[src/rtl/func_unit_ls.sv]
// Load/store functional unit: one outstanding memory access per issue,
// with alignment/opcode checks and a response timeout.
`ifndef GPR_SIZE
`define GPR_SIZE 63:0
`endif
`ifndef ROB_IDX_SIZE
`define ROB_IDX_SIZE 4:0
`endif

package func_unit_ls_pkg;
    typedef enum logic [3:0] {
        FU_OP_NOP  = 4'd0,
        FU_OP_ADD  = 4'd1,
        FU_OP_SUB  = 4'd2,
        FU_OP_LDUR = 4'd8,
        FU_OP_STUR = 4'd9
    } fu_op_t;
endpackage

module func_unit_ls
    import func_unit_ls_pkg::*;
#(
    parameter int TIMEOUT_CYCLES = 16
) (
    input  logic                   in_clk,
    input  logic                   in_rst,
    input  logic                   in_rs_start,
    input  fu_op_t                 in_rs_op,
    input  logic [`GPR_SIZE]       in_rs_val_a,
    input  logic [`GPR_SIZE]       in_rs_val_b,
    input  logic [`ROB_IDX_SIZE]   in_rs_dst_rob_index,
    output logic                   out_rs_ready,
    output logic                   out_mem_req_valid,
    output logic                   out_mem_req_write,
    output logic [`GPR_SIZE]       out_mem_req_addr,
    output logic [`GPR_SIZE]       out_mem_req_wdata,
    input  logic                   in_mem_req_ready,
    input  logic                   in_mem_resp_valid,
    input  logic [`GPR_SIZE]       in_mem_resp_rdata,
    output logic                   out_rob_done,
    output logic [`ROB_IDX_SIZE]   out_rob_dst_rob_index,
    output logic [`GPR_SIZE]       out_rob_value,
    output logic                   out_rob_error
);

    localparam int CW = $clog2(TIMEOUT_CYCLES + 1);
    localparam logic [CW-1:0] TMO = CW'(TIMEOUT_CYCLES);

    typedef enum logic [1:0] {
        S_IDLE,
        S_REQ,
        S_WAIT,
        S_DONE
    } state_t;

    state_t                 state_q, state_d;
    logic [CW-1:0]          cnt_q, cnt_d;
    logic                   write_q, write_d;
    logic [`GPR_SIZE]       addr_q, addr_d;
    logic [`GPR_SIZE]       wdata_q, wdata_d;
    logic [`ROB_IDX_SIZE]   rob_q, rob_d;
    logic [`GPR_SIZE]       value_q, value_d;
    logic                   err_q, err_d;
    logic [CW-1:0]          cnt_inc;
    logic                   bad_issue;

    assign cnt_inc = cnt_q + 1'b1;
    assign bad_issue = (in_rs_val_a[2:0] != 3'b000) ||
                       !(in_rs_op inside {FU_OP_LDUR, FU_OP_STUR});

    always_ff @(posedge in_clk) begin
        if (in_rst) begin
            state_q <= S_IDLE;
            cnt_q   <= '0;
            write_q <= 1'b0;
            addr_q  <= '0;
            wdata_q <= '0;
            rob_q   <= '0;
            value_q <= '0;
            err_q   <= 1'b0;
        end else begin
            state_q <= state_d;
            cnt_q   <= cnt_d;
            write_q <= write_d;
            addr_q  <= addr_d;
            wdata_q <= wdata_d;
            rob_q   <= rob_d;
            value_q <= value_d;
            err_q   <= err_d;
        end
    end

    always_comb begin
        state_d = state_q;
        cnt_d   = cnt_q;
        write_d = write_q;
        addr_d  = addr_q;
        wdata_d = wdata_q;
        rob_d   = rob_q;
        value_d = value_q;
        err_d   = err_q;
        unique case (state_q)
            S_IDLE: begin
                if (in_rs_start) begin
                    write_d = (in_rs_op == FU_OP_STUR);
                    addr_d  = in_rs_val_a;
                    wdata_d = in_rs_val_b;
                    rob_d   = in_rs_dst_rob_index;
                    value_d = '0;
                    err_d   = bad_issue;
                    state_d = bad_issue ? S_DONE : S_REQ;
                end
            end
            S_REQ: begin
                if (in_mem_req_ready) begin
                    cnt_d   = '0;
                    state_d = S_WAIT;
                end
            end
            S_WAIT: begin
                cnt_d = cnt_inc;
                // A response arriving on the last allowed cycle wins over timeout
                if (in_mem_resp_valid) begin
                    value_d = write_q ? '0 : in_mem_resp_rdata;
                    err_d   = 1'b0;
                    state_d = S_DONE;
                end else if (cnt_inc == TMO) begin
                    value_d = '0;
                    err_d   = 1'b1;
                    state_d = S_DONE;
                end
            end
            S_DONE: begin
                state_d = S_IDLE;
            end
            default: begin
                state_d = S_IDLE;
            end
        endcase
    end

    assign out_rs_ready          = (state_q == S_IDLE);
    assign out_mem_req_valid     = (state_q == S_REQ);
    assign out_mem_req_write     = write_q;
    assign out_mem_req_addr      = addr_q;
    assign out_mem_req_wdata     = wdata_q;
    assign out_rob_done          = (state_q == S_DONE);
    assign out_rob_dst_rob_index = rob_q;
    assign out_rob_value         = value_q;
    assign out_rob_error         = err_q;

endmodule

[config.mk]
export PLATFORM = sky130hd
export DESIGN_NAME = func_unit_ls
export DESIGN_NICKNAME = d
export VERILOG_FILES = /design/src/rtl/func_unit_ls.sv
export SDC_FILE = /design/constraint.sdc
export NUM_CORES = 1
export LEC_CHECK = 0
export ABC_CLOCK_PERIOD_IN_PS = 2100
export BUFFER_PORTS_ARGS = -buffer_cell sky130_fd_sc_hd__buf_2
export CORE_AREA = 2 2 160 162
export DETAILED_ROUTE_END_ITERATION = 12
export DIE_AREA = 0 0 162 164
export HOLD_SLACK_MARGIN = 0.02
export PLACE_DENSITY_LB_ADDON = 0.15
export SETUP_SLACK_MARGIN = 0.4
export SLEW_MARGIN = 20
export SYNTH_ARGS = -nofsm -noshare
export SYNTH_HDL_FRONTEND = slang
export SYNTH_SLANG_ARGS = --single-unit
export TNS_END_PERCENT = 10
[constraint.sdc]
create_clock -name in_clk -period 2.1 [get_ports in_clk]
set_input_delay 0.105 -clock in_clk [delete_from_list [all_inputs] [get_ports in_clk]]
set_output_delay 0.105 -clock in_clk [all_outputs]
set_load 0.01 [all_outputs]
==> results.py <==
metrics = {
    "run_status": {
        "status": "finished, final reports clean",
    },
    "yosys": {
        "synth_top_area_share_pct": 53.1,
        "yosys_register_bits": 206,
        "avgSynthCellArea_sq_um": 8.31,
        "synth_area_sq_mm": 0.00777,
        "synth_warnings": 0,
        "synth_edf_count": 0,
        "ys_top_cells_by_area": "dfxtp_1, nand2_1, a21oi_1",
        "synth_cell_types": 36,
        "synth.yosys.seq_area_share_pct": 53.1,
        "synthCells": 935,
        "synth-async-reset-ratio_pct": 0,
        "syn_nets": 1146,
        "synthFlopType": "dfxtp_1",
        "yosysTopAreaCell": "dfxtp_1",
    },
    "clocking": {
        "numCtsBuffers": 25,
        "clock-sinks": 206,
        "root_buffer": "clkbuf_16",
        "clock_latency_ns": 0.52,
        "clk_pin_slew_ns": 0.06,
        "cts_buffer_depth": 3,
        "tritoncts": "built",
        "htreeDepth": 1,
    },
    "timing": {
        "setup_viol": 0,
        "drv_slew": 0,
        "rsz0062_at_grt": "true",
        "period_share_pct": 78.1,
        "fin_skew_ns": 0.0220,
        "period_needed_ns": 1.64,
        "setup_tns_ns": 0,
        "max_slew.worst_pin.slew_ns": 0.672,
        "hold_viol": 0,
        "timing.fmax_ghz": 0.610,
        "max_slew_margin_pct": 55.2,
    },
    "placement": {
        "gp_congestion": 0.773,
        "dp_cells": 1612,
        "hpwlAfterDp_mm": 17.0,
        "placed_cell_area_sq_mm": 0.0101,
        "io_buffers": 407,
    },
    "power": {
        "leakagePower_uw": 0.00600,
        "power.total_uw": 14500,
        "combPwrFrac_pct": 37.4,
        "p_switching_uw": 5030,
        "p_sw_share_pct": 34.8,
        "seq_power_share_pct": 33.3,
        "max-vdd-ir-drop_v": 0.000850,
        "clkPwrFrac_pct": 29.3,
        "intPower_uw": 9440,
        "power.density_mw_per_mm2": 1090,
    },
    "floorplanning": {
        "core_sq_mm": 0.0248,
        "die_h_um": 164,
        "ios": 408,
        "dieArea_sq_mm": 0.0266,
        "rows": 58,
        "initial_core_util_pct": 31.3,
        "die_w_um": 162,
    },
    "cells_and_area": {
        "drive_gt1_share_pct": 34.4,
        "fin_cells": 1878,
        "seq_area_sq_mm": 0.00413,
        "layout.nets": 1737,
        "syn2layout_area_growth_pct": 71.5,
        "stdcell_area_sq_mm": 0.0133,
        "fillers": 2358,
        "multiInputGateArea_sq_mm": 0.00334,
    },
    "routing": {
        "drtIter0Drc": 466,
        "wl_per_cell_um": 15.3,
        "drt_first_pass_iters": 6,
        "final_antenna_net_count": 0,
        "viasPerCell": 4.58,
        "vias": 8607,
        "route.detailed.drc": 0,
        "routed_wl_mm": 28.6,
    },
    "critical_path": {
        "slowest_delay_ns": 0.34,
        "cp_data_arrival_time_ns": 2.08,
        "r2r-end": "out_rob_value[37]",
        "crit_required_ns": 2.54,
        "crit_path_top_delay_cell": "dfxtp_2",
        "cpLargestDelayFamily": "buffers and inverters",
        "path_buf_inv": 5,
        "reg2reg_from": "state_q[0]",
        "r2r_slack_ns": 0.46,
        "critPathKind": "register to register",
        "r2r.worst_path.cells": 9,
        "path_cells": "inv_4 -> ha_4 -> buf_6 -> nor4bb_4 -> buf_6 -> buf_4 -> clkbuf_16 -> nand3_1 -> o21ai_2",
        "worst_setup_path_start_kind": "register",
        "path_common_cell": "buf_6",
        "crit_fanout": 16,
        "critPathCaptureType": "register",
    },
    "global_route": {
        "grt_max_degree": 144,
        "grt_use_total_pct": 19.4,
        "grt_pass1_wl_mm": 42.1,
        "overflow": 0,
        "grt_pass1_vias": 8249,
        "antenna_found_initial": 3,
    },
    "min_path": {
        "holdPathEnd": "out_mem_req_write",
        "hold_depth": 4,
        "hold_start": "in_rs_start",
        "hold_class": "input port to register",
    },
    "run": {
        "maxCapViolCount": 0,
    },
}
## state kept, by name, summed over array words and instances (netlist names)
name and count:
state_q 2, out_mem_req_wdata 64, out_mem_req_addr 64, out_rob_value 64, out_rob_dst_rob_index 5, cnt_q 5
out_rob_error 1, out_mem_req_write 1
## cells in the final DEF (no fill, tap or decap), types with 8 or more instances in the layout
| cell type | synthesis | layout |
|---|---|---|
| clkbuf_16 | 0 | 31 |
| clkbuf_1 | 45 | 12 |
| o21ai_2 | 34 | 34 |
| buf_4 | 1 | 8 |
| nand2_1 | 273 | 272 |
| dfxtp_1 | 206 | 201 |
| a21oi_1 | 138 | 138 |
| nand2b_1 | 66 | 65 |
| nand3_1 | 61 | 61 |
| buf_2 | 15 | 406 |
| dlygate4sd3_1 | 0 | 201 |
| o21ai_1 | 30 | 31 |
| nor2_1 | 8 | 8 |
## layer usage
metal | track usage (%) | share of wire [%]
met5 | 0 | 0
met4 | 7.48 | 3.4
met3 | 4.70 | 7.1
met2 | 34.0 | 49
met1 | 22.9 | 41
## worst register-to-register path, delay by kind of cell (launching register included)
kind | cells | cell delay, ns
buffers and inverters | 5 | 0.69
DFF | 1 | 0.34
and+or+nand+nor | 2 | 0.32
adders and majority gates | 1 | 0.16
AOI/OAI and AO/OA | 1 | 0.06
## power by group through the flow
| stage | Clock (uW) | Combinational (uW) | Sequential (uW) |
|---|---|---|---|
| 5_1_grt | 4540 | 5860 | 4890 |
| 2_1_floorplan | 0 | 2490 | 5140 |
| 4_1_cts | 4370 | 4860 | 4800 |
| 6_report | 4240 | 5410 | 4820 |
| 3_5_place_dp | 0 | 4200 | 4870 |
| 3_3_place_gp | 0 | 4190 | 4850 |
## cells in the mapped netlist (2+ instances only)
cell type and instances:
dfxtp_1 206, buf_6 10, nand3_1 61, nand2_1 273, nand2b_1 66, a22oi_1 3, inv_1 5, a21oi_1 138
o21ai_2 34, buf_1 3, and3_1 2, nor2_1 8, o21ai_0 7, nand3_2 5, ha_1 5, and2_1 2
buf_2 15, o21ai_1 30, clkbuf_1 45
## cell type report
cell class                 count  share of cell area (%)
clock buffer                  41                    5.45
antenna                        3                  0.0563
timing repair buffer         639                    34.5
inverter                       5                   0.160
sequential                   206                    31.0
clock inverter                 5                   0.610
tap                          330                    3.10
multi-input combinational    649                    25.1
## kinds of logic (layout without fill, tap and decap cells)
group / Yosys count / after routing / share of synthesized area (%)
DFF: 206 / 206 / 53.1
and+or+nand+nor: 424 / 424 / 24.5
adders and majority gates: 5 / 5 / 0.805
muxes: 1 / 1 / 0.129
other: 0 / 3 / 0
buffers and inverters: 80 / 690 / 5.27
AOI/OAI and AO/OA: 219 / 219 / 16.2
## what timing repair did
| action | in CTS | in global routing |
|---|---|---|
| setup buffers | 6 | 1 |
| endpoints found under the hold margin | 203 | 0 |
| pin swaps | 3 | 0 |
| gates cloned | 3 | 6 |
| hold buffers | 201 | 0 |
| gates resized for setup | 7 | 23 |
| endpoints found under the setup margin | 66 | 187 |
## worst max-delay path by stage
stage / slack (ns) / endpoint / cells after the start / startpoint
after global routing: 0.31 / cnt_q[4] / 6 / state_q[1]
final: 0.46 / out_rob_value[37] / 9 / state_q[0]
after CTS: 0.37 / out_rob_value[32] / 7 / cnt_q[1]
after detailed placement: 0.22 / out_rob_value[3] / 8 / state_q[0]
after floorplan: 0.41 / state_q[0] / 10 / state_q[0]
after global placement: 0.29 / out_rob_value[22] / 8 / state_q[0]
## stage by stage
step | util [%] | hold WS, ns | setup slack (ns)
after global routing | 53.7 | 0.0773 | 0.306
after detailed placement | 40.7 | 0.327 | 0.223
after floorplan | - | 0.226 | 0.409
after CTS | 52.7 | 0.0387 | 0.375
final | 53.7 | 0.0596 | 0.460
after global placement | 40.7 | 0.324 | 0.294
(Power assumes the default switching activity.)
